### src/rtl/ttc_counter_lite25.sv
// Single TTC timer/counter channel: prescaler, free-run/interval count up or down,
// three match comparators and registered single-cycle event pulses.
module ttc_counter_lite25 #(
    parameter int unsigned CNT_WIDTH      = 16,
    parameter int unsigned PRESCALE_WIDTH = 4
) (
    input  logic                      pclk25,
    input  logic                      n_p_reset25,
    input  logic [CNT_WIDTH-1:0]      pwdata25,
    input  logic                      clk_ctrl_reg_sel25,
    input  logic                      cntr_ctrl_reg_sel25,
    input  logic                      interval_reg_sel25,
    input  logic                      match_1_reg_sel25,
    input  logic                      match_2_reg_sel25,
    input  logic                      match_3_reg_sel25,
    output logic [CNT_WIDTH-1:0]      counter_val25,
    output logic [4:0]                cntr_ctrl_out25,
    output logic [PRESCALE_WIDTH:0]   clk_ctrl_out25,
    output logic                      interval_intr25,
    output logic [3:1]                match_intr25,
    output logic                      overflow_intr25,
    output logic                      restart25
);

    localparam int unsigned PRE_W = 2 ** PRESCALE_WIDTH;

    logic [CNT_WIDTH-1:0]    count_q, count_d;
    logic [CNT_WIDTH-1:0]    interval_q, interval_d;
    logic [CNT_WIDTH-1:0]    match1_q, match1_d;
    logic [CNT_WIDTH-1:0]    match2_q, match2_d;
    logic [CNT_WIDTH-1:0]    match3_q, match3_d;
    logic [3:0]              ctrl_q, ctrl_d;
    logic [PRESCALE_WIDTH:0] clk_ctrl_q, clk_ctrl_d;
    logic [PRE_W-1:0]        pre_q, pre_d;
    logic                    intr_q, intr_d;
    logic [3:1]              match_intr_q, match_intr_d;
    logic                    ovf_q, ovf_d;
    logic                    restart_q, restart_d;

    logic [PRE_W-1:0]        pre_mask_c;
    logic                    restart_c;
    logic                    tick_c;
    logic                    run_c;

    // Next-state: register writes land this edge, counting uses pre-write values
    always_comb begin
        count_d      = count_q;
        interval_d   = interval_q;
        match1_d     = match1_q;
        match2_d     = match2_q;
        match3_d     = match3_q;
        ctrl_d       = ctrl_q;
        clk_ctrl_d   = clk_ctrl_q;
        pre_d        = pre_q;
        intr_d       = 1'b0;
        match_intr_d = 3'b000;
        ovf_d        = 1'b0;
        restart_d    = 1'b0;

        restart_c  = cntr_ctrl_reg_sel25 && pwdata25[4];
        pre_mask_c = (PRE_W'(1) << (32'(clk_ctrl_q[PRESCALE_WIDTH:1]) + 32'd1)) - PRE_W'(1);
        tick_c     = !clk_ctrl_q[0] || ((pre_q & pre_mask_c) == pre_mask_c);
        run_c      = !ctrl_q[0];

        if (clk_ctrl_reg_sel25)  clk_ctrl_d = pwdata25[PRESCALE_WIDTH:0];
        if (cntr_ctrl_reg_sel25) ctrl_d     = pwdata25[3:0];
        if (interval_reg_sel25)  interval_d = pwdata25;
        if (match_1_reg_sel25)   match1_d   = pwdata25;
        if (match_2_reg_sel25)   match2_d   = pwdata25;
        if (match_3_reg_sel25)   match3_d   = pwdata25;

        if (restart_c) begin
            // Start value follows the newly written mode bits
            if (!pwdata25[2])     count_d = '0;
            else if (pwdata25[1]) count_d = interval_q;
            else                  count_d = '1;
            pre_d     = '0;
            restart_d = 1'b1;
        end else begin
            if (clk_ctrl_q[0] && run_c) pre_d = pre_q + PRE_W'(1);
            if (tick_c && run_c) begin
                if (!ctrl_q[2]) begin
                    if (ctrl_q[1] && (count_q == interval_q)) begin
                        count_d = '0;
                        intr_d  = 1'b1;
                    end else begin
                        count_d = count_q + CNT_WIDTH'(1);
                        ovf_d   = (count_q == '1);
                    end
                end else begin
                    if (ctrl_q[1] && (count_q == '0)) begin
                        count_d = interval_q;
                        intr_d  = 1'b1;
                    end else begin
                        count_d = count_q - CNT_WIDTH'(1);
                        ovf_d   = !ctrl_q[1] && (count_q == '0);
                    end
                end
                if (ctrl_q[3]) begin
                    match_intr_d = {count_d == match3_q, count_d == match2_q, count_d == match1_q};
                end
            end
        end
    end

    always_ff @(posedge pclk25 or negedge n_p_reset25) begin
        if (!n_p_reset25) begin
            count_q      <= '0;
            interval_q   <= '0;
            match1_q     <= '0;
            match2_q     <= '0;
            match3_q     <= '0;
            ctrl_q       <= 4'b0001;
            clk_ctrl_q   <= '0;
            pre_q        <= '0;
            intr_q       <= 1'b0;
            match_intr_q <= 3'b000;
            ovf_q        <= 1'b0;
            restart_q    <= 1'b0;
        end else begin
            count_q      <= count_d;
            interval_q   <= interval_d;
            match1_q     <= match1_d;
            match2_q     <= match2_d;
            match3_q     <= match3_d;
            ctrl_q       <= ctrl_d;
            clk_ctrl_q   <= clk_ctrl_d;
            pre_q        <= pre_d;
            intr_q       <= intr_d;
            match_intr_q <= match_intr_d;
            ovf_q        <= ovf_d;
            restart_q    <= restart_d;
        end
    end

    assign counter_val25   = count_q;
    assign cntr_ctrl_out25 = {1'b0, ctrl_q};
    assign clk_ctrl_out25  = clk_ctrl_q;
    assign interval_intr25 = intr_q;
    assign match_intr25    = match_intr_q;
    assign overflow_intr25 = ovf_q;
    assign restart25       = restart_q;

endmodule
### config.mk
export PLATFORM = sky130hd
export DESIGN_NAME = ttc_counter_lite25
export DESIGN_NICKNAME = d
export VERILOG_FILES = /design/src/rtl/ttc_counter_lite25.sv
export SDC_FILE = /design/constraint.sdc
export NUM_CORES = 1
export LEC_CHECK = 0
export ABC_AREA = 1
export BUFFER_PORTS_ARGS = -buffer_cell sky130_fd_sc_hd__buf_2
export CORE_MARGIN = 2
export CORE_UTILIZATION = 45
export CTS_CLUSTER_SIZE = 16
export DETAILED_ROUTE_END_ITERATION = 8
export GPL_ROUTABILITY_DRIVEN = 1
export PLACE_DENSITY_LB_ADDON = 0.05
export SETUP_SLACK_MARGIN = 0.4
export SYNTH_ARGS = -nofsm -noshare
export SYNTH_HDL_FRONTEND = slang
export SYNTH_SLANG_ARGS = --single-unit
### constraint.sdc
create_clock -name pclk25 -period 3.05 [get_ports pclk25]
set_clock_uncertainty 0.05 [all_clocks]
set_input_delay 0.1525 -clock pclk25 [delete_from_list [all_inputs] [get_ports pclk25]]
set_output_delay 0.1525 -clock pclk25 [all_outputs]
set_load 0.1 [all_outputs]
## Word level (Yosys, flattened, before mapping)

Index checks and enable logic that the tools add are counted.

- $add $sub $neg: 5
- Equality and inequality tests: 6
- Shift operators: 1
- Mux-type cells: 25
- Bitwise operators: 1
- Reductions and logical operators: 13

Operator list:

| kind | number |
|---|---|
| 16-bit 2-to-1 mux | 11 |
| 16-bit equality test | 5 |
| 16-bit by 1-bit adder with 16-bit output, second input constant | 2 |
| 16-bit bitwise AND | 1 |
| 16-bit equality test, second input constant | 1 |
| 16-bit logical NOT | 1 |
| 1-bit by 5-bit << shifter with 16-bit output, first input constant | 1 |
| 16-bit by 1-bit subtractor with 16-bit output, second input constant | 1 |
| 16-bit by 2-bit subtractor with 16-bit output, second input constant | 1 |
| 1-bit 2-to-1 mux | 11 |
| 3-bit 2-to-1 mux | 3 |
| 1-bit logical AND | 6 |
| 4-bit by 1-bit adder with 5-bit output, second input constant | 1 |
| 2-bit nonzero test | 2 |
| 1-bit logical NOT | 3 |
| 1-bit logical OR | 1 |

- Register bits: 111
- Bits of input ports: 24
- Logic and storage cells: 63

## Logic depth before layout (Yosys ltp)

Gate-level depths: netlist (run 1).

- Depth after elaboration: 13
- Gate-level depth with buffers: 19
- Mapped depth without buffers: 18

## Least setup slack after synthesis (run 1)

Ideal clock, no wire load.

- Path kind: register to register
- Start point: register clk_ctrl_q[4] (netlist: clk_ctrl_out25[4])
- End point: register count_q[11] (netlist: counter_val25[11])
- Library setup time: 0.121 ns
- Arrival time: 2.839 ns
- Required time: 2.879 ns
- Slack: 0.040 ns
- Cell stages (with the launch flop): 18
- Buffers on the path: 3
- Clock period less this slack: 3.010 ns
- Cell sequence: dfrtp_1 -> buf_2 -> inv_2 -> buf_4 -> nand2_1 -> ha_1 -> inv_1 -> nor2_2 -> nand2_1 -> o21ai_1 -> nand3_1 -> nand4_1 -> nand2_1 -> nand2_2 -> nand2_4 -> buf_6 -> nand2_1 -> nand2_1

- Longest elaborated chain between the ends: 8

RTL lines:

| element | RTL line | text |
|---|---|---|
| from (decl) | 33 | `logic [PRESCALE_WIDTH:0] clk_ctrl_q, clk_ctrl_d;` |
| from (signal assigned) | 127 | `clk_ctrl_q <= clk_ctrl_d;` |
| 4-bit by 1-bit adder with 5-bit output (*) | 61 | `pre_mask_c = (PRE_W'(1) << (32'(clk_ctrl_q[PRESCALE_WIDTH:1]) + 32'd1)) - PRE_W'(1);` |
| 1-bit by 5-bit << shifter with 16-bit output (*) | 61 |  |
| 16-bit by 2-bit subtractor with 16-bit output (*) | 61 |  |
| 16-bit bitwise AND | 62 | `tick_c = !clk_ctrl_q[0] \|\| ((pre_q & pre_mask_c) == pre_mask_c);` |
| 16-bit equality test (*) | 62 |  |
| 1-bit logical OR (*) | 62 |  |
| 1-bit logical AND (*) | 81 | `if (tick_c && run_c) begin` |
| 2-bit nonzero test (no source line) (*) | n/a |  |
| to (signal assigned) | 121 | `count_q <= count_d;` |
| to (decl) | 27 | `logic [CNT_WIDTH-1:0] count_q, count_d;` |

Mark *: on every way between the ends. The rest lies on a longest branch, timed or not.
A chain may end at the register's enable or synchronous reset.

## Worst setup path in the final report (run 1)

- Start point: register clk_ctrl_q[2] (netlist: clk_ctrl_out25[2])
- End point: register count_q[15] (netlist: counter_val25[15])

Same word-level chain as after synthesis.

==> reports/qor.yml, run 1 <==
worst_setup_path:
  worst_ep_required_time_ps: 3260
  critPathKind: "register to register"
  path_max_fanout: 5
  slowest_stage: "dfrtp_2"
  critPathBufInv: 2
  critical_path.max_stage_delay_ps: 420
  end_kind: "register"
  crit_path_start_kind: "register"
  cp_common_cell: "nand2_1"
  cp.arrival_ps: 2820
  path_delay_family: "simple AND/OR/NAND/NOR gates"
  path_cells: "inv_2 > nand2_4 > nor2_4 > nand2_2 > ha_4 > nand2_2 > nand2_2 > nand2_1 > nand3b_1 > nor2_1 > nand2_1 > nor2_2 > nand4_1 > nand2_1 > nand2_4 > buf_8 > nand3_1 > nand2_1"
power:
  power_density_nw_per_um2: 691
  vdd_drop_max_mv: 0.493
  pwr-share-seq: 0.313
  p_leak_nw: 4.44
  p_comb_frac: 0.477
  p_total_mw: 6.04
  pwr-share-clk: 0.210
  netSwitchingPower_mw: 2.98
  swShare: 0.493
  power.internal_mw: 3.06
grt:
  grt_remaining_overflow: 0
  grt_max_degree: 62
  grt_pass1_wl_um: 40400
  track_usage: 0.295
  antenna_found_initial: 0
  first_global_vias: 7033
die:
  die_h_um: 134
  initial_core_util: 0.459
  die-area_um2: 18000
  core_um2: 16600
  io_pins: 56
  rows: 47
  die-width_um: 134
clock_network:
  cts_sinks: 111
  cts_buffers: 9
  clk_latency_ps: 380
  cts-root-buf: "clkbuf_16"
  htree_levels: 3
  cts_tree: "built"
  clk_pin_slew_worst_paths_ps: 80
  cts_max_path_buffers: 2
synthesis:
  synth-seq-area-share: 0.365
  synth-async-reset-ratio: 1.00
  syn-cell-area_um2: 7620
  synth-edff-count: 0
  synthCells: 1155
  synth_cell_types: 40
  synthFlopType: "dfrtp_1"
  synth-seq-cells: 111
  syn-num-nets: 1183
  syn_area_per_cell_um2: 6.59
  ys_warn_count: 0
placement:
  dpl-instance-area_um2: 8090
  globalplace.congestion: 0.948
  placed_cells: 1402
  dp_hpwl_um: 19800
  port_buffers: 54
drt:
  wl_per_cell_um: 18.3
  drc: 0
  wl_um: 26200
  first_pass_iters: 7
  route.antenna.remaining_nets: 0
  via_count: 7778
  drt_iter0_markers: 801
  via_per_inst: 5.42
sta:
  setup_tns_ps: 0
  rsz0062_at_grt: "true"
  setup_viol_count_final: 0
  finalCritPeriodShare: 0.856
  fmax_ghz: 0.383
  slew_violations: 0
  period_needed_ps: 2610
  hold_viol: 0
  max_slew_margin: 0.453
  worst_slew_pin_slew_ps: 821
final_layout:
  final_common_cell: "nand2_1"
  layoutNonFillerInstCount: 1435
  final_area_um2: 8740
  syn_to_final_growth_pct: 14.8
  antennaDiodeCount: 0
  utilization: 0.527
  layout_common_cells: "nand2_1, nor2_1, inv_1"
  layout-drive-gt1-share: 0.167
  layout.nets: 1238
min_path:
  hold_path.class: "input pin to register"
job:
  max_cap_violations: 0
run_status:
  status: "complete, no violations"
worst min-delay path, stage by stage:
cell and delay, ps:
buf_2 130, nand2_1 50, o21ai_0 60
metal layers:
layer  global-route usage  share of wire
met5                    0              0
met2                0.404           0.40
met4               0.0942          0.023
met1                0.453           0.49
met3               0.0729          0.084
cells by family after synthesis:
logic type / synth area share
AO/OA/AOI/OAI: 0.0872
buffers and inverters: 0.0910
adder cells (fa/ha/maj): 0.00657
multiplexers: 0.0163
flip-flops: 0.365
AND/OR/NAND/NOR: 0.408
XOR/XNOR: 0.0253
other: 0.000986
power by group through the flow:
stage	sequential, mW	clock [mW]	combinational (mW)
floorplan	2.35	0	1.57
global placement	1.90	0	2.73
detailed placement	1.90	0	2.72
CTS	1.87	1.30	2.77
global route	1.91	1.36	3.16
finish	1.89	1.27	2.88
through the flow:
step | setup slack (ps) | hold slack (ps)
2_1_floorplan | 423 | -193
3_3_place_gp | 212 | 239
3_5_place_dp | 212 | 243
4_1_cts | 403 | 1.13
5_1_grt | 314 | 23.9
6_report | 440 | 4.50
worst paths after layout:
| kind | startpoint | endpoint | slack, ps | depth (start not counted) |
|---|---|---|---|---|
| max reg2reg | clk_ctrl_out25[2] | counter_val25[15] | 440 | 18 |
| min | pwdata25[7] | match1_q[7] | 4 | 3 |
| max in group asynchronous | n_p_reset25 | match3_q[11] | 1920 | 3 |
| min reg2reg | pre_q[15] | pre_q[15] | 450 | 1 |
| min in group asynchronous | n_p_reset25 | pre_q[0] | 340 | 2 |
| max | clk_ctrl_out25[2] | counter_val25[15] | 440 | 18 |
Yosys cell counts, types with 11 or more instances:
library cell    n  area share
o22ai_1        16       0.013
nor3_1         12      0.0079
a21oi_1        16       0.011
nand3_1        79       0.052
nor2_1        141       0.069
o21ai_0        75       0.049
inv_2          13      0.0064
inv_1         105       0.052
nand2_1       408        0.20
mux2_2         11       0.016
clkbuf_1       23       0.011
nand4_1        38       0.031
dfrtp_1       110        0.36
xor2_1         21       0.024
cell type report:
| cell class | count | area [um^2] |
|---|---|---|
| clock buffers | 9 | 225 |
| flip-flops and latches | 111 | 2800 |
| well taps | 220 | 275 |
| multi-input cells | 879 | 4290 |
| clock inverters | 7 | 78.8 |
| inverters | 121 | 462 |
| fillers | 1728 | 7840 |
| repair buffers | 88 | 611 |
state kept, by name, summed over array words and instances (netlist names):
name and count:
counter_val25 16, interval_intr25 1, pre_q 16, overflow_intr25 1, interval_q 16, match3_q 16, match_intr25 3, restart25 1
clk_ctrl_out25 5, match2_q 16, match1_q 16, ctrl_q 4
what timing repair did:
action	in CTS	in global routing
buffers inserted	6	7
pin swaps	7	17
gates resized for setup	12	35
hold buffers	2	0
gates cloned	1	1
endpoints found under the hold margin	60	0
setup endpoints to repair	21	21
Note: power is estimated with default switching activity, not from simulation.
==> run 2, diff against run 1 <==
Settings changed: CORE_MARGIN 2 to default, PLACE_DENSITY from default to 0.73, PLACE_DENSITY_LB_ADDON 0.05 to default.
==> run 2 against run 1 <==
  * Worst setup slack lost 64 ps
  * Highest routed layer unchanged
  * First-iteration DRC count grew 9.1%
  * Sequential share of layout area grew 0.80 points
  * Largest cell class unchanged
  * Flip-flop and latch count is the same
  * Utilization shrank 1.0 points
  * Critical endpoint is now match_intr25[1]
  * Register-to-register slack lost 60 ps
  * Critical path depth shrank 1
==> reports/qor.yml, run 2 (synthesis gave the netlist of run 1 again) <==
drt:
  drc: 0  # unchanged
  wl_per_cell_um: 16.9  # -7.4%
  drt_iter0_markers: 874  # +9.1%
  wl_um: 24000  # -8.3%
  via_per_inst: 5.53  # +2.1%
  route.antenna.remaining_nets: 0  # unchanged
  via_count: 7859  # +1.0%
  first_pass_iters: 5  # -2
power:
  p_comb_frac: 0.459  # -0.018
  swShare: 0.488  # -0.00524
  vdd_drop_max_mv: 0.494  # +0.36%
  pwr-share-seq: 0.331  # +0.018
  p_leak_nw: 4.32  # -2.6%
  power_density_nw_per_um2: 686  # -0.73%
  pwr-share-clk: 0.210  # about the same
  p_total_mw: 5.86  # -3.0%
  netSwitchingPower_mw: 2.86  # -4.1%
  power.internal_mw: 3.00  # -2.0%
worst_setup_path:
  critPathKind: "register to register"
  crit_path_start_kind: "register"
  cp.arrival_ps: 2910  # +90 ps
  end_kind: "register"
  path_max_fanout: 4  # -1
  worst_ep_required_time_ps: 3290  # +30 ps
final_layout:
  seqCellArea_um2: 2800  # +0.13%
  layout-drive-gt1-share: 0.149  # -0.0179
  layout_common_cells: "nand2_1, nor2_1, inv_1"
  final_common_cell: "nand2_1"
  multi_input_area_um2: 4270  # -0.41%
  fillerInstances: 1631  # -5.6%
  antennaDiodeCount: 0  # unchanged
  syn_to_final_growth_pct: 12.1
  layout.nets: 1223  # -1.2%
  final_area_um2: 8540  # -2.3%
clock_network:
  cts-root-buf: "clkbuf_16"
  htree_levels: 3  # unchanged
  cts_max_path_buffers: 2  # unchanged
  cts_sinks: 111  # unchanged
  cts_tree: "built"
  clk_pin_slew_worst_paths_ps: 80  # about the same
  clk_latency_ps: 370  # about the same
  cts_buffers: 9  # unchanged
die:
  die_h_um: 132  # -1.5%
  die-width_um: 132  # -1.5%
  io_pins: 56  # unchanged
  core_um2: 16500  # -0.35%
  die-area_um2: 17400  # -3.0%
  initial_core_util: 0.461  # +0.00163
  rows: 47  # unchanged
sta:
  setup_viol_count_final: 0  # unchanged
  worst_slew_pin_slew_ps: 733  # -88.5 ps
  slew_violations: 0  # unchanged
  finalWorstSetupSlack_ps: 375  # -64.4 ps
  period_needed_ps: 2670  # +64.4 ps
  setup_tns_ps: 0  # unchanged
  fmax_ghz: 0.374  # -2.4%
  max_slew_margin: 0.512  # +0.0590
  finalCritPeriodShare: 0.877  # +0.0211
  rsz0062_at_grt: "true"
  hold_viol: 0  # unchanged
grt:
  first_global_vias: 6859  # -2.5%
  antenna_found_initial: 0  # unchanged
  track_usage: 0.276  # -0.0189
  grt_pass1_wl_um: 37600  # -6.7%
  grt_remaining_overflow: 0  # unchanged
  grt_max_degree: 54  # -13%
placement:
  preCtsSetupSlack_ps: 156  # -55.7 ps
  dp_hpwl_um: 17800  # -9.9%
  dpl-instance-area_um2: 8010  # -1.1%
  port_buffers: 54  # unchanged
  globalplace.congestion: 1.07  # +13%
min_path:
  hold_path.class: "input pin to register"
job:
  max_cap_violations: 0  # unchanged
run_status:
  status: "complete, no violations"
==> run 2: cell types whose count changed in the layout (fill, tap and decap cells not counted), sizes merged <==
cell,before,now
clkinv,4,3
buf,86,70
nand2,414,415
inv,121,122
clkinvlp,2,1
clkbuf,9,10
==> run 2: path summary, 6_finish.rpt <==
check | startpoint | cells past startpoint | slack [ps] | endpoint
hold / removal | pwdata25[14] | 3 | 20 | match2_q[14]
max in group asynchronous | n_p_reset25 | 3 | 1850 | clk_ctrl_out25[3]
hold reg to reg | pre_q[15] | 1 | 460 | pre_q[15]
setup / recovery | clk_ctrl_out25[2] | 17 | 380 | match_intr25[1]
min in group asynchronous | n_p_reset25 | 2 | 320 | interval_q[12]
setup reg to reg | clk_ctrl_out25[2] | 17 | 380 | match_intr25[1]
==> run 2: stage by stage <==
stage | hold slack, ps | instances | utilization
5_1_grt | 26.8 | 1420 | 0.517
3_5_place_dp | 189 | 1392 | 0.485
3_3_place_gp | 190 | 1392 | 0.485
6_report | 15.8 | 1420 | 0.517
4_1_cts | 2.04 | 1412 | 0.508
2_1_floorplan | -193 | 1155 | -
==> run 2: layout make-up <==
cell class,instances,area share
clock buffer,10,0.0268
clock inverter,6,0.00879
inverter,121,0.0538
multi-input combinational,880,0.500
sequential,111,0.328
tap,220,0.0322
timing repair buffer,72,0.0498
==> run 2: critical path, stage by stage, from the launching register on <==
cell	delay, ps
dfrtp_2	440
inv_2	90
nand2_4	70
nor2_4	110
nand2_2	70
ha_4	260
nand2_2	50
nand2_2	70
nand2_1	50
nand3b_1	140
nor2_1	110
nand2_1	70
nor2_1	120
nand4_1	190
buf_4	210
a21oi_4	280
nand3_1	110
nor2_1	120
==> run 2: layer usage <==
metal | vias up | wire (um) | global-route usage
li1 | 3760 | - | -
met1 | 3670 | 10700 | 0.394
met2 | 378 | 10800 | 0.430
met3 | 51 | 1900 | 0.0454
met4 | 0 | 631 | 0.0827
met5 | - | 0 | 0
==> run 2: what timing repair did <==
| item | CTS | global route |
|---|---|---|
| setup endpoints to repair | 21 | 21 |
| hold endpoints to repair | 54 | 0 |
| resized for setup | 7 | 30 |
| gates cloned | 1 | 1 |
| setup buffers | 1 | 7 |
| pin swaps | 4 | 14 |
| hold buffers | 2 | 0 |
==> run 2: power groups by stage <==
| stage | Combinational [mW] | Clock [mW] | Sequential [mW] |
|---|---|---|---|
| 2_1_floorplan | 1.57 | 0 | 2.35 |
| 3_3_place_gp | 2.55 | 0 | 1.93 |
| 3_5_place_dp | 2.56 | 0 | 1.94 |
| 4_1_cts | 2.60 | 1.26 | 1.91 |
| 5_1_grt | 2.91 | 1.31 | 1.96 |
| 6_report | 2.69 | 1.23 | 1.94 |
